**config.mk**
```make
export PLATFORM = sky130hd
export DESIGN_NAME = pc_fetch_ctrl
export DESIGN_NICKNAME = d
export VERILOG_FILES = /design/src/rtl/pc_pkg.sv /design/src/rtl/pc_ras.sv /design/src/rtl/pc_fetch_ctrl.sv
export SDC_FILE = /design/constraint.sdc
export NUM_CORES = 1
export LEC_CHECK = 0
export BUFFER_PORTS_ARGS = -buffer_cell sky130_fd_sc_hd__buf_2
export CORE_ASPECT_RATIO = 1.5
export CORE_MARGIN = 3
export CORE_UTILIZATION = 45
export DETAILED_ROUTE_END_ITERATION = 10
export HOLD_SLACK_MARGIN = 0.06
export MAX_ROUTING_LAYER = met4
export PLACE_DENSITY = 0.71
export SLEW_MARGIN = 20
export SYNTH_ARGS = -nofsm -noshare
export SYNTH_HDL_FRONTEND = slang
export SYNTH_SLANG_ARGS = --single-unit
```
**constraint.sdc**
```tcl
create_clock -name clk -period 2.45 [get_ports clk]
set_clock_uncertainty 0.2 [all_clocks]
set_input_delay 0.245 -clock clk [delete_from_list [all_inputs] [get_ports clk]]
set_output_delay 0.245 -clock clk [all_outputs]
set_load 0.01 [all_outputs]
```
**src/rtl/pc_pkg.sv**
```systemverilog
// Shared state encoding, action encoding and target extension for the fetch-address generator.
package pc_pkg;

  typedef enum logic [1:0] {
    BOOT   = 2'd0,
    RUN    = 2'd1,
    HALTED = 2'd2
  } pc_state_e;

  // Winning per-cycle action, listed from highest to lowest priority.
  localparam logic [1:0] ACT_BRANCH = 2'd0;
  localparam logic [1:0] ACT_CALL   = 2'd1;
  localparam logic [1:0] ACT_RET    = 2'd2;
  localparam logic [1:0] ACT_CTRL   = 2'd3;

  localparam int ZEXT_MAX_W = 64;

  function automatic logic [ZEXT_MAX_W-1:0] zext_target(input logic [ZEXT_MAX_W-1:0] tgt,
                                                       input int tgt_w);
    logic [ZEXT_MAX_W-1:0] mask;
    if (tgt_w >= ZEXT_MAX_W) mask = '1;
    else                     mask = (ZEXT_MAX_W'(1) << tgt_w) - ZEXT_MAX_W'(1);
    return tgt & mask;
  endfunction

endpackage

```
**src/rtl/pc_ras.sv**
```systemverilog
// Circular return-address stack: pop_data is the current top, updates on the clock after push/pop.
// A push when full overwrites the oldest entry; push and pop are never asserted together.
module pc_ras #(
  parameter int W     = 32,
  parameter int DEPTH = 4
) (
  input  logic         clk,
  input  logic         reset,
  input  logic         push,
  input  logic         pop,
  input  logic [W-1:0] push_data,
  output logic [W-1:0] pop_data,
  output logic         empty,
  output logic         full
);

  localparam int PW = $clog2(DEPTH);
  localparam logic [PW-1:0] PTR_ONE = PW'(1);
  localparam logic [PW:0]   CNT_ONE = (PW+1)'(1);
  localparam logic [PW:0]   CNT_MAX = (PW+1)'(DEPTH);

  logic [W-1:0]  mem_q [DEPTH];
  logic [PW-1:0] top_q;  // next slot to write; the top entry sits just below it
  logic [PW:0]   cnt_q;

  assign empty    = (cnt_q == '0);
  assign full     = (cnt_q == CNT_MAX);
  assign pop_data = mem_q[top_q - PTR_ONE];

  always_ff @(posedge clk) begin
    if (reset) begin
      top_q <= '0;
      cnt_q <= '0;
    end else if (push) begin
      mem_q[top_q] <= push_data;
      top_q        <= top_q + PTR_ONE;
      if (!full) cnt_q <= cnt_q + CNT_ONE;
    end else if (pop && !empty) begin
      top_q <= top_q - PTR_ONE;
      cnt_q <= cnt_q - CNT_ONE;
    end
  end

endmodule

```
**src/rtl/pc_fetch_ctrl.sv**
```systemverilog
// Fetch-address generator: redirects land next cycle, advance only on pc_valid && pc_ready (address held otherwise).
// Return-address stack for call/ret is built only when PC_RAS_EN is defined.
module pc_fetch_ctrl
  import pc_pkg::*;
#(
  parameter int              ADDR_W     = 32,
  parameter int              TGT_W      = 16,
  parameter int              STEP       = 4,
  parameter logic [ADDR_W-1:0] RESET_ADDR = '0,
  parameter int              RAS_DEPTH  = 4
) (
  input  logic              clk,
  input  logic              reset,
  input  logic              branch_en,
  input  logic [TGT_W-1:0]  branch_target,
  input  logic              call_en,
  input  logic              ret_en,
  input  logic              halt,
  input  logic              resume,
  input  logic              pc_ready,
  output logic [ADDR_W-1:0] ins_address,
  output logic              pc_valid,
  output logic              ras_underflow,
  output logic [1:0]        state_o
);

  localparam logic [ADDR_W-1:0] STEP_A = ADDR_W'(STEP);

  pc_state_e         state_q;
  logic [ADDR_W-1:0] addr_q;
  logic              valid_q;
  logic              uf_q;

  logic [ADDR_W-1:0] tgt_addr;
  logic [ADDR_W-1:0] seq_addr;
  logic [ADDR_W-1:0] redir_addr;
  logic [1:0]        act;
  logic              ret_miss;

  assign tgt_addr = ADDR_W'(zext_target(ZEXT_MAX_W'(branch_target), TGT_W));
  assign seq_addr = addr_q + STEP_A;

`ifdef PC_RAS_EN
  logic [ADDR_W-1:0] ras_top;
  logic              ras_empty;
  logic              ras_full_unused;

  // A return only redirects when there is something to pop.
  always_comb begin
    act = ACT_CTRL;
    if (branch_en)                  act = ACT_BRANCH;
    else if (call_en)               act = ACT_CALL;
    else if (ret_en && !ras_empty)  act = ACT_RET;
  end

  assign ret_miss   = !branch_en && !call_en && ret_en && ras_empty;
  assign redir_addr = (act == ACT_RET) ? ras_top : tgt_addr;

  pc_ras #(
    .W     (ADDR_W),
    .DEPTH (RAS_DEPTH)
  ) u_ras (
    .clk       (clk),
    .reset     (reset),
    .push      (!reset && (act == ACT_CALL)),
    .pop       (!reset && (act == ACT_RET)),
    .push_data (seq_addr),
    .pop_data  (ras_top),
    .empty     (ras_empty),
    .full      (ras_full_unused)
  );
`else
  logic ret_unused;

  assign ret_unused = ret_en;
  assign act        = (branch_en || call_en) ? ACT_BRANCH : ACT_CTRL;
  assign ret_miss   = 1'b0;
  assign redir_addr = tgt_addr;
`endif

  always_ff @(posedge clk) begin
    if (reset) begin
      state_q <= BOOT;
      addr_q  <= RESET_ADDR;
      valid_q <= 1'b0;
      uf_q    <= 1'b0;
    end else begin
      uf_q <= ret_miss;
      if (act != ACT_CTRL) addr_q <= redir_addr;
      unique case (state_q)
        BOOT: begin
          state_q <= RUN;
          valid_q <= 1'b1;
        end
        RUN: begin
          if (act == ACT_CTRL) begin
            if (halt) begin
              state_q <= HALTED;
              valid_q <= 1'b0;
            end else if (pc_ready) begin
              addr_q <= seq_addr;
            end
          end
        end
        HALTED: begin
          if (act == ACT_CTRL && resume) begin
            state_q <= RUN;
            valid_q <= 1'b1;
          end
        end
        default: begin
          state_q <= BOOT;
          valid_q <= 1'b0;
        end
      endcase
    end
  end

  assign ins_address   = addr_q;
  assign pc_valid      = valid_q;
  assign ras_underflow = uf_q;
  assign state_o       = state_q;

endmodule
```
======== Word-level counts from Yosys, hierarchy flattened ========
Index checks and enable logic that the tools add are counted.
operators by class
  add/sub/neg operators ................... 1
  equality and inequality tests ........... 7
  mux-type cells .......................... 14
  reduce and logical (&&, ||, !) cells .... 4
operator list
  operator                                                                number
  32-bit two-way mux                                                      5
  32-bit by 3-bit adder with 32-bit output (second input constant)        1
  2-bit two-way mux                                                       4
  2-bit inequality test (second input constant)                           4
  2-bit case mux with 3 select lines                                      1
  2-bit equality test (second input constant)                             2
  1-bit two-way mux                                                       3
  1-bit case mux with 3 select lines                                      1
  3-bit AND reduction                                                     1
  2-bit by 1-bit equality test with 1-bit output (second input constant)  1
  2-bit logical NOT                                                       1
  1-bit logical AND                                                       1
  1-bit logical OR                                                        1
storage, ports and cells
  register bits ........................... 35
  bits of input ports ..................... 24
  output and inout bits ................... 36
  word-level logic and storage cells ...... 29

======== Depth between registers and ports, before layout ========
Gate-level depths: netlist (run 1).
  depth in word-level cells ............... 8
  depth in mapped cells ................... 6
  gate-level depth less buffers ........... 5

======== Worst setup path before layout (run 1) ========
Ideal clock, no wire load.
  path kind ............................... reg2reg
  from .................................... reg, netlist name pc_valid
  to ...................................... reg addr_q[31], in the netlist ins_address[31]
  arrival ................................. 1979 ps
  setup slack ............................. 201 ps
  stages on the path, launching flop included .. 5
  path buffers ............................ 0
  path through ............................ dfxtp_1 or3b_1 or4_4 or4_1 a21oi_1
RTL lines
  what                    line                  source
  end signal: assignment  pc_fetch_ctrl.sv:89   if (act != ACT_CTRL) addr_q <= redir_addr;
  end signal: assignment  pc_fetch_ctrl.sv:101  addr_q <= seq_addr;
  end: declaration        pc_fetch_ctrl.sv:30   logic [ADDR_W-1:0] addr_q;

======== Final worst setup path (run 1) ========
  from .................................... reg addr_q[15], in the netlist ins_address[15]
  to ...................................... reg addr_q[28], in the netlist ins_address[28]
on the way
  word-level cells in the longest chain between the ends .. 5
ends and longest elaborated chain
  what                                      line                  source
  32-bit by 3-bit adder with 32-bit output  pc_fetch_ctrl.sv:41   assign seq_addr = addr_q + STEP_A;
  32-bit two-way mux                        pc_fetch_ctrl.sv:100  end else if (pc_ready) begin
  32-bit two-way mux                        pc_fetch_ctrl.sv:97   if (halt) begin
  32-bit two-way mux                        pc_fetch_ctrl.sv:96   if (act == ACT_CTRL) begin
  32-bit two-way mux                        pc_fetch_ctrl.sv:90   unique case (state_q)
Every way passes these cells.
A chain may end at the register's enable or synchronous reset.

==> results of run 1 <==
metal layers:
layer  share of wire, %  vias to the layer above  wire length (um)  GRT usage (%)
met5                  0                        -                 0              -
met4                1.4                        0                66           7.66
met3                4.7                        6               215           3.89
met2                 50                       48              2280           37.2
met1                 44                      856              2030           24.1
li1                   -                      947                 -              -
final timing paths:
| kind | startpoint | to | slack (ns) | depth (start not counted) |
|---|---|---|---|---|
| max reg2reg | ins_address[15]$_SDFF_PP0_ | ins_address[28]$_SDFF_PP0_ | 0.15 | 4 |
| min reg2reg | ins_address[0]$_SDFFE_PP0P_ | ins_address[0]$_SDFFE_PP0P_ | 0.26 | 2 |
| max | ins_address[15]$_SDFF_PP0_ | ins_address[28]$_SDFF_PP0_ | 0.15 | 4 |
| min | branch_target[6] | ins_address[6]$_SDFF_PP0_ | 0.06 | 3 |
cell type report:
type	instances	area [um2]	share of cell area, %
Timing Repair Buffer	89	556	23.5
Sequential cell	34	681	28.8
Multi-Input combinational cell	159	987	41.7
Clock buffer	7	76.3	3.23
Tap cell	43	53.8	2.28
Inverter	3	11.3	0.476
cell usage in the layout (no fill, tap or decap), types with 9 or more instances in the layout:
master and n:
a21oi_1 17, dfxtp_1 34, o21ai_0 10, nor2_1 14, nand4_1 9, dlygate4sd3_1 12
or4_1 11, buf_2 57, buf_4 20, a211oi_1 9, nand2_1 16
kinds of logic (layout without fill, tap and decap cells):
group           count (synthesis)  in the layout  synth area share, %
simple gates                   91             91                 29.6
compound gates                 55             55                 20.4
flops                          34             34                 39.1
buf+inv                        18             99                 4.31
xor+xnor                       10             10                 5.03
fa+ha+maj                       1              1                0.719
other cells                     1              1                0.215
mux                             1              1                0.575
worst max-delay path: stages, from the launching register on:
cell and delay (ns):
dfxtp_1 0.41, nand4_1 0.18, or4_1 0.74, or4_1 0.56, a21oi_1 0.14
power breakdown:
part / switching (mW) / internal (mW) / leakage, nW
sequential: 0.0186 / 0.573 / 0.279
combinational: 0.0787 / 0.0818 / 0.590
clock: 0.193 / 0.196 / 0.0383
total: 0.290 / 0.851 / 0.907
state kept, by name (all words and copies together), names as in the netlist:
signal and flops:
ins_address 32, state_o 1, pc_valid 1
synth_stat cells, types with 2 or more instances:
library cell	instances	area, um2
nand2b_1	6	37.5
nor2_1	15	56.3
inv_1	3	11.3
or3_1	8	50.1
nand4_1	9	56.3
nor3_1	5	25.0
or4_1	11	82.6
buf_4	2	15.0
clkbuf_1	12	45.0
nand2_1	16	60.1
xor2_1	3	26.3
o31ai_1	8	60.1
dfxtp_1	34	681
o21ai_0	10	50.1
xnor2_1	7	61.3
a311oi_1	4	35.0
or4_4	2	22.5
a211oi_1	9	67.6
a21oi_1	17	85.1
nand3_1	6	30.0
nor4_1	5	31.3
repair_timing:
| action | in CTS | in global routing |
|---|---|---|
| hold buffers | 12 | 0 |
| endpoints found under the hold margin | 12 | 0 |
| resized for setup | 0 | 0 |
metrics by stage:
step                total power, mW  util (%)  cell area, um2  hold slack, ns  worst slack, ns
floorplan                     0.678         -            1740           0.206            0.201
global placement              0.747      58.9            2170           0.244            0.183
detailed placement            0.749      58.9            2170           0.250            0.169
CTS                            1.15      64.2            2360          0.0609            0.153
global route                   1.20      64.2            2360          0.0672          0.00318
finish                         1.14      64.2            2360          0.0557            0.150
==> results_dict.tcl, run 1 <==
set metrics [dict create \
    run_status "finished clean" \
    post_dp_hpwl_mm 3.31 \
    numPlacedInstances 316 \
    synth_sequential_area_ratio_pct 39.1 \
    path_class "register to register" \
    drt_pre_antenna_iters 4 \
    layout_worst_path_cycle_share_pct 93.9 \
    initial_antenna_violation_count 0 \
    crit_start_category "register" \
    end_kind "register" \
    synth_enable_flop_cells 0 \
    first_iter_violations 52 \
    critPathArrivalTime_ns 2.31 \
    std_cell_rows 27 \
    routed-via-count 1857 \
    period_minus_slack_ns 2.30 \
    routed_wire_length_per_instance_um 13.7 \
    cap_violations 0 \
    global_route_wire_length_before_repair_mm 7.60 \
    ctsRootBufferMaster "clkbuf_8" \
    synth_cell_type_count 40 \
    floorplan.initialDensity_pct 47.3 \
    grt_pass1_vias 1753 \
    viasPerCell 5.54 \
    place.port_buffers 57 \
    postCtsSetupBuffers 0 \
    final_cell_count_no_fill 335 \
    die_y_um 82.2 \
    ys_async_sr_fraction_pct 0 \
    power.ir.vdd_worst_uv 437 \
    layout-area-overhead-vs-synth_pct 35.9 \
    finalSetupViolCount 0 \
    synthesis.nets 236 \
    number_of_slew_limit_violations_in_the_final_report 0 \
    drive_gt1_share_pct 29.8 \
    worst-endpoint-required_ns 2.46 \
    routed_wirelength_mm 4.59 \
    die-area_um2 4660 \
    floorplan.die.width_um 56.8 \
    cts_buffer_depth 2 \
    cts.htree.levels 2 \
    crit_fanout 14 \
    clk_pin_slew_worst_paths_ns 0.07 \
    numCtsBuffers 5 \
    grt_overflow 0 \
    max_slew.worst_pin.slew_ns 0.539 \
    max_clock_freq_ghz 0.435 \
    synth_ff_type "dfxtp_1" \
    hold_violations 0 \
    floorplan.core_area_um2 3680 \
    ys_warns 0 \
    grt_setup_unrepaired "false" \
    synthCells 211 \
    grt_max_degree 21 \
    synthesis.area_per_instance_um2 8.25 \
    min_path_type "input port to register" \
    maxSlewHeadroom_pct 64.1 \
    netlist_area_um2 1740 \
    insertion_delay_ns 0.28 \
    leakage_nw 0.907 \
    drt.antenna.violating_nets 0 \
    fin_nets 317 \
    insertedDiodeCount 0 \
    routabilityCongestion 0.840 \
    cts.sink_count 34 \
    nFillCells 359 \
    total_track_usage_pct 21.1 \
    power_density_nw_per_um2 482 \
    tritoncts "done" \
    io-pin-count 60 \
    drcViolationCount 0 \
    synth-seq-cells 34 \
    timing.setup.tns_ns 0 \
]
(Power assumes the default switching activity.)
==> inputs of run 2 (changes only) <==
Settings changed: CORE_UTILIZATION 45 to 49, PLACE_DENSITY 0.71 to 0.76.
==> run 2 against run 1 <==
Die area is 7.4% lower; register-to-register slack worse by 0.02 ns; sequential power barely moved; setup slack worse by 0.023 ns; wire length is 1.2% lower; non-clock buffer count is 5 lower; highest routed layer unchanged; sequential share of layout area grew 0.43 points; via count up 2.8%; count of clock-buffer cells in the layout did not move; worst hold slack better by 0.012 ns; sequential cell count is the same.
==> results_dict.tcl, run 2 (same netlist as run 1, synthesis figures left out) <==
set metrics [dict create \
    run_status "finished clean" \
    numCtsBuffers 5 \
    cap_violations 0 \
    critPathArrivalTime_ns 2.33 \
    floorplan.initialDensity_pct 53.0 \
    ctsRootBufferMaster "clkbuf_8" \
    first_iter_violations 50 \
    total_track_usage_pct 23.4 \
    die-area_um2 4320 \
    routed_wirelength_mm 4.54 \
    finalSetupViolCount 0 \
    timing.setup.tns_ns 0 \
    clk_pin_slew_worst_paths_ns 0.06 \
    place.port_buffers 57 \
    hold_violations 0 \
    largest_register_ffs 32 \
    routed-via-count 1909 \
    max_slew.worst_pin.slew_ns 0.529 \
    fin_nets 312 \
    drt.antenna.violating_nets 0 \
    crit_path_top_delay_cell "or4_4" \
    leakage_nw 0.882 \
    nFillCells 288 \
    cell_internal_pwr_mw 0.848 \
    holdWs_ns 0.0680 \
    drt_pre_antenna_iters 4 \
    post_layout_worst_setup_margin_ns 0.127 \
    switching_power_mw 0.287 \
    initial_antenna_violation_count 0 \
    layout_worst_path_cycle_share_pct 94.8 \
    period_minus_slack_ns 2.32 \
    pwr-share-comb_pct 13.7 \
    pre_cts_ws_ns 0.137 \
    worst-endpoint-required_ns 2.46 \
    viasPerCell 5.84 \
    cts.htree.levels 2 \
    crit_chain "or3b_1 > or4_4 > or4_1 > a21oi_1" \
    crit_fanout 8 \
    crit_path_from "pc_valid$_SDFFE_PP0P_" \
    crit_start_category "register" \
    end_kind "register" \
    reg2reg_setup_slack_ns 0.13 \
    grt_setup_unrepaired "false" \
    global_route_wire_length_before_repair_mm 7.47 \
    insertedDiodeCount 0 \
    routabilityCongestion 0.769 \
    power.ir.vdd_worst_uv 330 \
    numPlacedInstances 307 \
    seq_power_share_pct 52.3 \
    io-pin-count 60 \
    insertion_delay_ns 0.28 \
    maxSlewHeadroom_pct 64.7 \
    std_cell_rows 25 \
    post_dp_hpwl_mm 3.15 \
    layout-area-overhead-vs-synth_pct 33.9 \
    grt_overflow 0 \
    drive_gt1_share_pct 28.6 \
    floorplan.core_area_um2 3280 \
    swShare_pct 25.3 \
    floorplan.die.width_um 54.7 \
    path_delay_family "simple AND/OR/NAND/NOR gates" \
    mostFrequentLayoutCell "buf_2" \
    critPathBufInv 0 \
    reg2reg_to "ins_address[31]$_SDFF_PP0_" \
    grt_pass1_vias 1703 \
    cts_buffer_depth 2 \
    die_y_um 79.0 \
    layout_common_cells "buf_2 (57), dfxtp_1 (34), a21oi_1 (17), nand2_1 (16)" \
    path_class "register to register" \
    power_density_nw_per_um2 487 \
    r2r.worst_path.cells 4 \
    tritoncts "done" \
    timing.critical_path.slowest_cell_delay_ns 0.58 \
    crit_end "ins_address[31]$_SDFF_PP0_" \
    min_path_type "input port to register" \
    drcViolationCount 0 \
    worstSetupPathDepth 4 \
    clock_power_share_pct 34.0 \
    routed_wire_length_per_instance_um 13.9 \
    number_of_slew_limit_violations_in_the_final_report 0 \
    final_cell_count_no_fill 327 \
    cts.sink_count 34 \
    max_clock_freq_ghz 0.430 \
    grt_max_degree 21 \
    r2r_start "pc_valid$_SDFFE_PP0P_" \
]
==> run 2: cell count changes in the layout (fill, tap and decap cells not counted) <==
cell,change
or4_4,+1
dlygate4sd3_1,+1
buf_4,-6
or4_1,-1
==> run 2: layer usage <==
layer	share of wire (%)	routed length, um	up-vias	GRT usage (%)
met3	5.9	266	7	4.69
met2	51	2310	56	38.2
met4	1.5	70	0	7.98
met1	42	1890	903	27.7
li1	-	-	943	-
met5	0	0	-	-
==> run 2: power groups by stage <==
stage | Sequential [mW] | Combinational (mW) | Clock [mW]
after detailed placement | 0.605 | 0.137 | 0
final | 0.593 | 0.156 | 0.386
after global placement | 0.605 | 0.136 | 0
after CTS | 0.593 | 0.154 | 0.391
after global routing | 0.596 | 0.172 | 0.412
after floorplan | 0.617 | 0.0615 | 0
==> run 2: worst min-delay path by stage <==
stage | startpoint | slack (ns) | end | cells past startpoint
finish | branch_target[1] | 0.07 | ins_address[1]$_SDFFE_PP0P_ | 3
detailed placement | ins_address[0]$_SDFFE_PP0P_ | 0.24 | ins_address[0]$_SDFFE_PP0P_ | 2
floorplan | branch_target[0] | 0.21 | ins_address[0]$_SDFFE_PP0P_ | 2
CTS | branch_target[5] | 0.07 | ins_address[5]$_SDFF_PP0_ | 3
global route | branch_target[7] | 0.09 | ins_address[7]$_SDFF_PP0_ | 3
global placement | ins_address[0]$_SDFFE_PP0P_ | 0.24 | ins_address[0]$_SDFFE_PP0P_ | 2
==> run 2: final cells by class <==
type / count / area (um2) / share of cell area [%]
inverters: 3 / 11.3 / 0.483
repair buffers: 84 / 520 / 22.3
well taps: 40 / 50.0 / 2.15
flip-flops and latches: 34 / 681 / 29.2
multi-input cells: 159 / 991 / 42.5
clock buffers: 7 / 76.3 / 3.28
==> run 2: through the flow <==
step | util [%] | total power, mW | area [um2]
3_3_place_gp | 64.5 | 0.741 | 2120
2_1_floorplan | - | 0.678 | 1740
4_1_cts | 70.8 | 1.14 | 2330
3_5_place_dp | 64.5 | 0.742 | 2120
5_1_grt | 70.9 | 1.18 | 2330
6_report | 70.9 | 1.14 | 2330
==> run 2: timing repair <==
item / CTS / global route
hold buffers: 13 / 0
resized for setup: 0 / 1
buffers inserted: 0 / 0
setup endpoints to repair: 0 / 2
hold endpoints to repair: 13 / 0
==> run 2: worst min-delay path, stage by stage <==
cell and delay [ns]:
buf_2 0.09, o21ai_0 0.09, a21oi_1 0.07
